$ cat config.mk
export PLATFORM = sky130hd
export DESIGN_NAME = dti_fifo_wr_arb
export DESIGN_NICKNAME = d
export VERILOG_FILES = /design/src/rtl/dti_fifo_wr_arb_pkg.sv /design/src/rtl/dti_rr_arbiter.sv /design/src/rtl/dti_fifo_wr_arb.sv
export SDC_FILE = /design/constraint.sdc
export NUM_CORES = 1
export LEC_CHECK = 0
export ABC_CLOCK_PERIOD_IN_PS = 2600
export BUFFER_PORTS_ARGS = -buffer_cell sky130_fd_sc_hd__buf_4
export CAP_MARGIN = 0
export CORE_MARGIN = 2
export CORE_UTILIZATION = 37
export CTS_CLUSTER_SIZE = 16
export DETAILED_ROUTE_END_ITERATION = 10
export GPL_TIMING_DRIVEN = 0
export PLACE_DENSITY = 0.95
export SYNTH_ARGS = -nofsm -noshare
export SYNTH_HDL_FRONTEND = slang
export SYNTH_HIERARCHICAL = 1
export SYNTH_SLANG_ARGS = --single-unit
$ cat constraint.sdc
create_clock -name clk -period 2.6 [get_ports clk]
set_input_delay 0.26 -clock clk [delete_from_list [all_inputs] [get_ports clk]]
set_output_delay 0.26 -clock clk [all_outputs]
set_load 0.05 [all_outputs]
$ cat src/rtl/dti_fifo_wr_arb_pkg.sv
// Shared types and parameter limits for the DTI FIFO write arbiter.
// Optional statistics are enabled by defining DTI_FIFO_WR_ARB_STAT_EN.
package dti_fifo_wr_arb_pkg;

    typedef enum logic [0:0] {
        IDLE  = 1'b0,
        GRANT = 1'b1
    } arb_state_e;

    localparam int unsigned NumReqMin   = 2;
    localparam int unsigned NumReqMax   = 8;
    localparam int unsigned MaxBurstMin = 1;
    localparam int unsigned MaxBurstMax = 16;

    // Index width that stays at least one bit wide.
    function automatic int unsigned idx_width(input int unsigned n);
        return (n > 1) ? $clog2(n) : 1;
    endfunction

endpackage

$ cat src/rtl/dti_rr_arbiter.sv
// Combinational round-robin picker: searches req starting one past rr_ptr, wrapping at NUM_REQ.
module dti_rr_arbiter
    import dti_fifo_wr_arb_pkg::*;
#(
    parameter int unsigned NUM_REQ = 4,
    localparam int unsigned IdxW   = idx_width(NUM_REQ),
    localparam int unsigned CandW  = IdxW + 1
) (
    input  logic [NUM_REQ-1:0] req,
    input  logic [IdxW-1:0]    rr_ptr,
    output logic [IdxW-1:0]    winner,
    output logic               valid
);

    logic [CandW-1:0] cand;

    always_comb begin
        valid  = 1'b0;
        winner = rr_ptr;
        cand   = '0;
        for (int unsigned k = 1; k <= NUM_REQ; k++) begin
            // rr_ptr + k is below 2*NUM_REQ, so one conditional subtract is the modulo.
            cand = {1'b0, rr_ptr} + CandW'(k);
            if (cand >= CandW'(NUM_REQ)) begin
                cand = cand - CandW'(NUM_REQ);
            end
            if (!valid && req[cand[IdxW-1:0]]) begin
                valid  = 1'b1;
                winner = cand[IdxW-1:0];
            end
        end
    end

endmodule

$ cat src/rtl/dti_fifo_wr_arb.sv
// Round-robin burst arbiter feeding the write side of an async FIFO.
// Define DTI_FIFO_WR_ARB_STAT_EN to add the err_sticky / err_cnt write-error statistics.
module dti_fifo_wr_arb
    import dti_fifo_wr_arb_pkg::*;
#(
    parameter int unsigned NUM_REQ    = 4,
    parameter int unsigned DATA_WIDTH = 21,
    parameter int unsigned MAX_BURST  = 4,
    localparam int unsigned IdxW      = idx_width(NUM_REQ),
    localparam int unsigned CntW      = $clog2(MAX_BURST) + 1
) (
    input  logic                          clk,
    input  logic                          reset_n,
    input  logic [NUM_REQ-1:0]            req_valid,
    input  logic [NUM_REQ*DATA_WIDTH-1:0] req_data,
    input  logic [NUM_REQ-1:0]            req_last,
    output logic [NUM_REQ-1:0]            req_ready,
    output logic                          fifo_wr_req,
    output logic [DATA_WIDTH-1:0]         fifo_wr_din,
    input  logic                          fifo_wr_full,
    input  logic                          fifo_wr_prog_full,
    input  logic                          fifo_wr_error,
    output logic [IdxW-1:0]               grant_id,
    output logic                          busy
`ifdef DTI_FIFO_WR_ARB_STAT_EN
    ,
    output logic                          err_sticky,
    output logic [15:0]                   err_cnt
`endif
);

    if (NUM_REQ < NumReqMin || NUM_REQ > NumReqMax) begin : gen_bad_num_req
        $error("dti_fifo_wr_arb: NUM_REQ out of range");
    end
    if (MAX_BURST < MaxBurstMin || MAX_BURST > MaxBurstMax) begin : gen_bad_max_burst
        $error("dti_fifo_wr_arb: MAX_BURST out of range");
    end

    arb_state_e      state_q, state_d;
    logic [IdxW-1:0] gid_q, gid_d;
    logic [IdxW-1:0] rr_q, rr_d;
    logic [CntW-1:0] cnt_q, cnt_d;
    logic [IdxW-1:0] arb_winner;
    logic            arb_valid;
    logic            accept;

    dti_rr_arbiter #(
        .NUM_REQ (NUM_REQ)
    ) u_rr_arbiter (
        .req    (req_valid),
        .rr_ptr (rr_q),
        .winner (arb_winner),
        .valid  (arb_valid)
    );

    always_comb begin
        state_d   = state_q;
        gid_d     = gid_q;
        rr_d      = rr_q;
        cnt_d     = cnt_q;
        req_ready = '0;
        accept    = 1'b0;
        unique case (state_q)
            IDLE: begin
                if (arb_valid && !fifo_wr_prog_full) begin
                    state_d = GRANT;
                    gid_d   = arb_winner;
                    cnt_d   = '0;
                end
            end
            GRANT: begin
                // prog_full never preempts a running burst; only full stalls it.
                req_ready[gid_q] = !fifo_wr_full;
                accept           = req_valid[gid_q] && !fifo_wr_full;
                if (accept) begin
                    cnt_d = cnt_q + CntW'(1);
                    if (req_last[gid_q] || cnt_d == CntW'(MAX_BURST)) begin
                        state_d = IDLE;
                        rr_d    = gid_q;
                    end
                end
            end
            default: state_d = IDLE;
        endcase
        if (!reset_n) begin
            req_ready = '0;
            accept    = 1'b0;
        end
    end

    always_ff @(posedge clk) begin
        if (!reset_n) begin
            state_q <= IDLE;
            gid_q   <= '0;
            rr_q    <= IdxW'(NUM_REQ - 1);
            cnt_q   <= '0;
        end else begin
            state_q <= state_d;
            gid_q   <= gid_d;
            rr_q    <= rr_d;
            cnt_q   <= cnt_d;
        end
    end

    assign fifo_wr_req = accept;
    assign fifo_wr_din = req_data[gid_q*DATA_WIDTH +: DATA_WIDTH];
    assign grant_id    = gid_q;
    assign busy        = (state_q == GRANT) && reset_n;

`ifdef DTI_FIFO_WR_ARB_STAT_EN
    logic        err_sticky_q, err_sticky_d;
    logic [15:0] err_cnt_q, err_cnt_d;

    always_comb begin
        err_sticky_d = err_sticky_q;
        err_cnt_d    = err_cnt_q;
        if (fifo_wr_error) begin
            err_sticky_d = 1'b1;
            if (err_cnt_q != 16'hFFFF) begin
                err_cnt_d = err_cnt_q + 16'd1;
            end
        end
    end

    always_ff @(posedge clk) begin
        if (!reset_n) begin
            err_sticky_q <= 1'b0;
            err_cnt_q    <= '0;
        end else begin
            err_sticky_q <= err_sticky_d;
            err_cnt_q    <= err_cnt_d;
        end
    end

    assign err_sticky = err_sticky_q;
    assign err_cnt    = err_cnt_q;
`else
    logic unused_fifo_wr_error;
    assign unused_fifo_wr_error = fifo_wr_error;
`endif

endmodule

==> results of run 1 <==
-- where the power goes --
part / switching, mW / leakage (nW) / total, mW / internal, mW
sequential: 0.00655 / 0.0652 / 0.135 / 0.128
clock: 0.0445 / 0.0138 / 0.0975 / 0.0530
combinational: 0.254 / 0.935 / 0.482 / 0.227
-- kinds of logic after synthesis --
family                     share of synthesized area
adders and majority gates                     0.0227
buffers and inverters                         0.0478
xor gates and xnor gates                     0.00797
and+or+nand+nor                                0.176
AOI/OAI and AO/OA                             0.0626
muxes                                          0.537
DFF                                            0.146
-- layout by cell type (no fill, tap or decap), types with 3 or more instances in the layout --
cell / count
and3_1: 3
buf_2: 3
buf_4: 125
clkbuf_4: 3
dfxtp_1: 8
inv_1: 3
mux2i_1: 5
mux4_1: 6
mux4_2: 17
nand2_1: 3
nor2_1: 4
nor2b_1: 9
-- tightest hold or removal path, stage by stage --
cell	delay (ns)
buf_4	0.11
nor2b_1	0.12
mux2i_1	0.07
-- cell type report --
class / count / area share
repair buffers: 124 / 0.444
well taps: 31 / 0.0185
inverters: 3 / 0.00537
clock buffers: 3 / 0.0107
multi-input cells: 74 / 0.425
plain buffers: 7 / 0.0197
flip-flops and latches: 8 / 0.0764
-- flip-flops by register name, indices dropped and copies added (netlist names) --
signal / count
grant_id: 2
rr_q: 2
cnt_q: 3
state_q: 1
-- metrics by stage --
stage	total power, mW	setup slack (ns)
after floorplan	0.420	0.0354
after global placement	0.608	0.768
after detailed placement	0.620	0.726
after CTS	0.716	0.448
after global routing	0.742	0.371
final	0.714	0.444
-- final timing paths --
path                            cells after the start         endpoint
worst max-delay path                                4  fifo_wr_din[17]
worst min register to register                      2         cnt_q[2]
worst max register to register                      5          rr_q[0]
worst min-delay path                                3          rr_q[0]
-- metal layers --
metal / vias to the layer above / global-route usage / wire length [microns] / share of wire
met1: 652 / 0.298 / 1650 / 0.36
met4: 0 / 0.0831 / 104 / 0.022
li1: 633 / - / - / -
met5: - / 0 / 0 / 0
met2: 78 / 0.474 / 2450 / 0.53
met3: 14 / 0.0813 / 440 / 0.095
==> impl_metrics.csv, run 1 <==
group,metric,value,unit
sta,tns,0,ns
routing,antenna_left,0,
clock_tree,clock_sinks,8,
sta,hold_slack,0.359,ns
place,placedCellCount,247,
routing,routed-via-count,1377,
sta,slew_violations,0,
yosys,netlist.area_leader.share,0.348,
cells_and_area,nFillCells,197,
clock_tree,cts_root_buffer,"clkbuf_4",
min_path,hp-start,"reset_n",
clock_tree,cts_tree,"built",
clock_tree,cts_max_level,1,
place,dpl-instance-area,0.00207,sq mm
clock_tree,clk_path_buf_depth,2,
yosys,synth.area.top_cells,"mux4_2 35%, dfxtp_1 15%, mux4_1 14%",
sta,finalHoldViolCount,0,
routing,avgRoutedWirePerCell,18.6,microns
worst_setup_path,reg2reg_setup_slack,1.03,ns
worst_setup_path,crit_start,"grant_id[1]",
sta,rsz0062_at_grt,"false",
yosys,postSynth.asyncResetShare,0,
sta,finClkSkew,0.00415,ns
worst_setup_path,end_kind,"output pin",
cells_and_area,final_area,0.00210,sq mm
job,maxCapViolCount,0,
worst_setup_path,worst-setup-path-type,"register to output pin",
cells_and_area,drive_above_1_share,0.699,
worst_setup_path,critPathRequiredTime,2.34,ns
global_route,grt_max_degree,11,
floorplan,die_y,58.5,microns
global_route,grt_use_total,0.264,
sta,finalSetupViolations,0,
routing,route.detailed.drc,0,
cells_and_area,fin_nets,320,
cells_and_area,antennaDiodeCount,0,
yosys,synth_most_common_cell,"mux4_2",
floorplan,fp.coreArea,0.00278,sq mm
yosys,synth_seq_cells,8,
clock_tree,cts-resized-gates,0,
sta,maxSlewHeadroom,0.673,
clock_tree,cts_hold_buf,0,
power,powerDensity,340,mW/mm^2
power,peakVddDrop,0.355,mV
routing,via_per_inst,5.51,
worst_setup_path,critPathMaxStageDelay,0.42,ns
yosys,yosysWarnings,6,
global_route,grt_first_pass_wirelength,6690,microns
floorplan,initial_utilization,0.395,
worst_setup_path,cp.arrival,1.90,ns
yosys,synth_nets,191,
clock_tree,cts_buffers,3,
worst_setup_path,r2r-start,"grant_id[0]",
global_route,overflow,0,
worst_setup_path,critPathMaxFanout,10,
yosys,synth_edf_count,0,
yosys,yosysSeqAreaShare,0.146,
yosys,syn_area,0.00110,sq mm
floorplan,ios,126,
global_route,grt_pass1_vias,1321,
routing,drt_iter0_markers,50,
outcome,status,"finished clean",
min_path,min_path_type,"input port to register",
cells_and_area,layoutNonFillerInstCount,250,
yosys,synth_common_cells,"17 x mux4_2, 9 x nor2b_1, 8 x dfxtp_1",
sta,worstMarginPinSlew,0.490,ns
clock_tree,clk_pin_slew,0.06,ns
place,dp_hpwl,4020,microns
yosys,ys.flop_type,"dfxtp_1",
floorplan,num_rows,19,
place,gp_congestion,0.837,
worst_setup_path,crit_family,"buffers and inverters",
worst_setup_path,crit_slowest_cell,"clkbuf_1",
worst_setup_path,cp-start-kind,"register",
worst_setup_path,crit_chain,"buf_2 > clkbuf_1 > mux4_2 > buf_4",
sta,period_minus_slack,2.16,ns
sta,fmax,464,MHz
yosys,ys_types,34,
cells_and_area,utilization,0.754,
floorplan,die_x,58.5,microns
routing,totalWireLength,4640,microns
floorplan,dieArea,0.00342,sq mm
cells_and_area,ff_latch_area,160,sq um
routing,firstDrtPassIters,4,
power,p_leak,1.01,nW
global_route,antenna_found_initial,0,
yosys,syn_area_per_cell,12.0,sq um
clock_tree,cts_setup_buffers,0,
place,io_buffers,124,
yosys,synthCells,92,
cells_and_area,multi_input_area,892,sq um
sta,period_share,0.829,
yosys,yosysTopAreaCell,"mux4_2",
cells_and_area,syn2layout_area_growth,90.7,%
clock_tree,insertion_delay,0.25,ns
worst_setup_path,worst-path-buf-inv,3,
Note: power is estimated with default switching activity, not from simulation.
==> run 2: changes to the inputs <==
Settings changed: ABC_CLOCK_PERIOD_IN_PS 2600 to 1800, CORE_UTILIZATION 37 to 31, PLACE_DENSITY 0.95 to 0.86.
Clock period 2.6 ns to 1.8 ns, I/O delays scaled along.
==> run 2 against run 1 <==
  * The run now ends with setup timing left
  * Clock power grew 49%
  * Final cell count grew 7.2%
  * Register-to-register slack lost 0.83 ns
  * Non-clock buffer count grew 2
  * Worst hold slack lost 0.071 ns
  * Highest routed layer unchanged
==> impl_metrics.csv, run 2 (same netlist as run 1, synthesis figures left out) <==
group,metric,value,unit
outcome,status,"complete, but fails checks",
outcome,violations,"setup timing",
clock_tree,clock_sinks,8,
min_path,holdPathStages,4,
global_route,grt_use_total,0.230,
worst_setup_path,worst-path-buf-inv,1,
sta,rsz0062_at_grt,"true",
floorplan,dieArea,0.00404,sq mm
cells_and_area,drive_above_1_share,0.725,
worst_setup_path,critPathMaxFanout,3,
place,dp_hpwl,3890,microns
clock_tree,cts_max_level,1,
worst_setup_path,critPathMaxStageDelay,0.60,ns
floorplan,num_rows,21,
clock_tree,clk_pin_slew,0.06,ns
sta,maxSlewHeadroom,0.764,
cells_and_area,syn2layout_area_growth,108,%
cells_and_area,utilization,0.681,
sta,fmax,553,MHz
power,p_leak,1.07,nW
cells_and_area,final_cell_mix,"111 x buf_4, 17 x mux4_2, 15 x buf_6, 8 x nor2b_1",
worst_setup_path,reg2regPathDepth,6,
routing,totalWireLength,4830,microns
routing,wl_met2,2610,microns
floorplan,die_x,63.6,microns
floorplan,die_y,63.6,microns
sta,worstMarginPinSlew,0.354,ns
sta,period_share,1.00,
clock_tree,cts_buffers,3,
worst_setup_path,end_kind,"output pin",
routing,routed-via-count,1378,
sta,finalSetupViolations,2,
worst_setup_path,critical_path_cell_count,3,
power,peakVddDrop,0.388,mV
worst_setup_path,cp.arrival,1.63,ns
routing,dr.max_layer_used,"met4",
job,maxCapViolCount,0,
global_route,grt_first_pass_wirelength,7090,microns
cells_and_area,fin_nets,322,
worst_setup_path,crit_chain,"mux4_1 > and3_1 > buf_4",
cells_and_area,antennaDiodeCount,0,
worst_setup_path,worst-setup-path-type,"register to output pin",
floorplan,fp.coreArea,0.00336,sq mm
routing,drt_iter0_markers,65,
sta,slew_violations,0,
place,gp_congestion,0.749,
min_path,min_path_type,"input port to register",
routing,wl_met1,1670,microns
routing,avgRoutedWirePerCell,18.0,microns
sta,finalHoldViolCount,0,
routing,wl_met3,453,microns
worst_setup_path,critPathRequiredTime,1.62,ns
routing,antenna_left,0,
power,powerDensity,483,mW/mm^2
clock_tree,cts_root_buffer,"clkbuf_4",
cells_and_area,top_register,"cnt_q",
cells_and_area,final_common_cell,"buf_4",
floorplan,initial_utilization,0.327,
global_route,overflow,0,
cells_and_area,largest_register_ffs,3,
routing,firstDrtPassIters,4,
clock_tree,cts_hold_buf,0,
worst_setup_path,cp-start-kind,"register",
global_route,grt_pass1_vias,1398,
clock_tree,cts_tree,"built",
global_route,grt_max_degree,11,
worst_setup_path,crit_family,"multiplexers",
sta,finalWorstSetupSlack,-0.00825,ns
clock_tree,clk_path_buf_depth,2,
place,dpl-instance-area,0.00212,sq mm
routing,route.detailed.drc,0,
cells_and_area,final_area,0.00229,sq mm
clock_tree,insertion_delay,0.25,ns
worst_setup_path,crit_slowest_cell,"mux4_1",
global_route,antenna_found_initial,0,
routing,via_per_inst,5.14,
place,pre_cts_ws,0.0576,ns
floorplan,ios,126,
sta,period_minus_slack,1.81,ns
place,io_buffers,124,
sta,finClkSkew,0.0110,ns
## run 2: stage by stage
step | TNS [ns] | hold slack [ns] | instances | power (mW)
finish | -0.00890 | 0.288 | 268 | 1.11
global route | -0.642 | 0.297 | 268 | 1.15
CTS | -0.108 | 0.283 | 266 | 1.10
detailed placement | 0 | 0.537 | 262 | 0.897
global placement | 0 | 0.517 | 262 | 0.884
floorplan | 0 | 0.396 | 92 | 0.612
## run 2: worst reg2reg max path: cells and delay by family (launching register included)
kind | cells | cell delay (ns)
flops | 1 | 0.37
simple gates | 1 | 0.07
buf+inv | 2 | 0.27
compound gates | 1 | 0.14
mux | 2 | 0.62
## run 2: final cells by class
cell class,count,area (sq um)
inverters,3,11.3
flip-flops and latches,8,165
multi-input cells,74,917
clock buffers,4,26.3
repair buffers,126,1020
plain buffers,7,96.3
fillers,253,1070
well taps,46,57.6
## run 2: what timing repair did
| action | in CTS | in global routing |
|---|---|---|
| pin swaps | 0 | 0 |
| hold endpoints to repair | 0 | 0 |
| setup buffers | 0 | 1 |
| endpoints found under the setup margin | 17 | 20 |
| gates resized for setup | 26 | 3 |
| cloned | 0 | 1 |
## run 2: path summary, 6_finish.rpt
path	start	to	slack [ns]
max	grant_id[0]	fifo_wr_req	-0.008
min	fifo_wr_prog_full	state_q	0.29
max reg2reg	grant_id[0]	rr_q[0]	0.20
min reg2reg	cnt_q[2]	cnt_q[2]	0.54
## run 2: metal layers
metal | track usage | up-vias
met5 | 0 | -
met4 | 0.0625 | 0
met3 | 0.0964 | 10
met2 | 0.426 | 77
met1 | 0.234 | 651
li1 | - | 640
## run 2: power by group
part	internal [mW]	switching, mW
logic	0.381	0.385
clock network	0.0847	0.0602
registers	0.185	0.00935
total	0.651	0.455
==> run 3: changes to the inputs <==
Settings changed: PLACE_DENSITY 0.86 to not set, PLACE_DENSITY_LB_ADDON set to 0.05.
==> run 3 against run 2 <==
  * The run now ends clean
  * Non-clock buffer count is 6 higher
  * Flip-flop and latch count stayed put
  * Clock power is 7% higher
  * Critical path depth is 1 higher
  * Power is 2.5% higher
  * Setup slack better by 0.0089 ns
  * Critical path type unchanged
==> impl_metrics.csv, run 3 (same netlist as run 1, synthesis figures left out) <==
group,metric,value,unit
outcome,status,"finished clean",
worst_setup_path,reg2regPathDepth,6,
clock_tree,cts_max_level,1,
place,pre_cts_ws,0.0620,ns
floorplan,num_rows,21,
sta,maxSlewHeadroom,0.783,
routing,firstDrtPassIters,4,
global_route,overflow,0,
sta,slew_violations,0,
cells_and_area,final_area,0.00236,sq mm
routing,totalWireLength,4320,microns
sta,finClkSkew,0.00600,ns
worst_setup_path,end_kind,"output pin",
power,p_leak,1.11,nW
sta,rsz0062_at_grt,"true",
sta,worstMarginPinSlew,0.325,ns
clock_tree,cts_root_buffer,"clkbuf_4",
clock_tree,cts_tree,"built",
worst_setup_path,critPathRequiredTime,1.62,ns
floorplan,fp.coreArea,0.00336,sq mm
cells_and_area,final_common_cell,"buf_4",
floorplan,dieArea,0.00404,sq mm
sta,finalSetupViolations,0,
place,gp_congestion,0.705,
power,peakVddDrop,0.276,mV
cells_and_area,largest_register_ffs,3,
worst_setup_path,critPathMaxFanout,5,
cells_and_area,drive_above_1_share,0.737,
job,maxCapViolCount,0,
min_path,hp-start,"fifo_wr_prog_full",
place,dpl-instance-area,0.00212,sq mm
worst_setup_path,r2r-end,"rr_q[0]",
routing,routed-via-count,1375,
floorplan,ios,126,
global_route,grt_first_pass_wirelength,6380,microns
cells_and_area,syn2layout_area_growth,114,%
min_path,holdPathStages,4,
sta,finalWorstSetupSlack,0.000622,ns
worst_setup_path,cp-start-kind,"register",
clock_tree,cts_buffers,3,
global_route,grt_use_total,0.200,
global_route,grt_pass1_vias,1358,
cells_and_area,fin_nets,328,
clock_tree,clk_pin_slew,0.06,ns
worst_setup_path,reg2reg_setup_slack,0.21,ns
place,placedCellCount,262,
worst_setup_path,worst-setup-path-type,"register to output pin",
routing,avgRoutedWirePerCell,15.8,microns
floorplan,die_x,63.6,microns
floorplan,die_y,63.6,microns
floorplan,initial_utilization,0.327,
global_route,antenna_found_initial,0,
sta,period_share,1.00,
routing,drt_iter0_markers,36,
worst_setup_path,r2r-start,"grant_id[0]",
routing,route.detailed.drc,0,
sta,period_minus_slack,1.80,ns
global_route,grt_max_degree,11,
place,io_buffers,124,
cells_and_area,final_cell_mix,"113 x buf_4, 18 x mux4_2, 16 x buf_6, 8 x nor2b_1, 6 x dfxtp_1",
routing,antenna_left,0,
cells_and_area,layoutNonFillerInstCount,274,
worst_setup_path,cp.arrival,1.62,ns
power,powerDensity,481,mW/mm^2
min_path,holdPathEnd,"state_q",
cells_and_area,nFillCells,268,
sta,finalHoldViolCount,0,
clock_tree,cts_hold_buf,0,
place,dp_hpwl,3480,microns
clock_tree,clk_path_buf_depth,2,
clock_tree,insertion_delay,0.26,ns
min_path,min_path_type,"input port to register",
cells_and_area,antennaDiodeCount,0,
sta,fmax,556,MHz
cells_and_area,top_register,"cnt_q",
cells_and_area,utilization,0.701,
routing,via_per_inst,5.02,
worst_setup_path,crit_start,"grant_id[0]",
clock_tree,clock_sinks,8,
run 3: worst max-delay path, stage by stage (launching register included):
cell and delay [ns]:
dfxtp_4 0.40, buf_12 0.14, clkbuf_16 0.15, mux4_2 0.50
buf_6 0.17
run 3: what timing repair did:
| item | 4_1_cts | 5_1_grt |
|---|---|---|
| endpoints found under the setup margin | 18 | 19 |
| resized for setup | 26 | 7 |
| pin swaps | 0 | 0 |
| cloned | 0 | 2 |
| endpoints found under the hold margin | 0 | 0 |
| setup buffers | 0 | 6 |
run 3: worst max path at each step:
stage / to / slack, ns / depth (start not counted)
after floorplan: fifo_wr_din[17] / 0.07 / 3
after global placement: fifo_wr_din[17] / 0.07 / 4
after detailed placement: fifo_wr_din[19] / 0.06 / 4
after CTS: fifo_wr_req / -0.02 / 3
after global routing: fifo_wr_din[19] / -0.04 / 4
final: fifo_wr_din[13] / 0.0006 / 4
run 3: power by group:
group          internal (mW)  switching (mW)  total, mW
Sequential             0.185          0.0117      0.197
Combinational          0.401           0.381      0.782
Clock                 0.0853          0.0693      0.155
run 3: final cells by class:
type,count,area [sq um],area share
buffer,7,92.6,0.0393
clock buffer,4,26.3,0.0111
inverter,3,11.3,0.00478
multi-input combinational,74,913,0.387
sequential,8,165,0.0701
tap,46,57.6,0.0244
timing repair buffer,132,1090,0.463
run 3: routing by layer:
metal,share of wire,global-route usage,vias up,wire length [microns]
met5,0,0,-,0
met4,0.0049,0.0462,0,21
met2,0.58,0.397,68,2490
met1,0.35,0.210,653,1510
li1,-,-,650,-
met3,0.070,0.0429,4,303
run 3: stage by stage:
step                      TNS, ns  total power, mW  hold WS [ns]
after floorplan                 0            0.612         0.396
after global placement          0            0.882         0.519
after detailed placement        0            0.894         0.532
after CTS                 -0.0661             1.10         0.269
after global routing       -0.292             1.18         0.311
final                           0             1.13         0.278
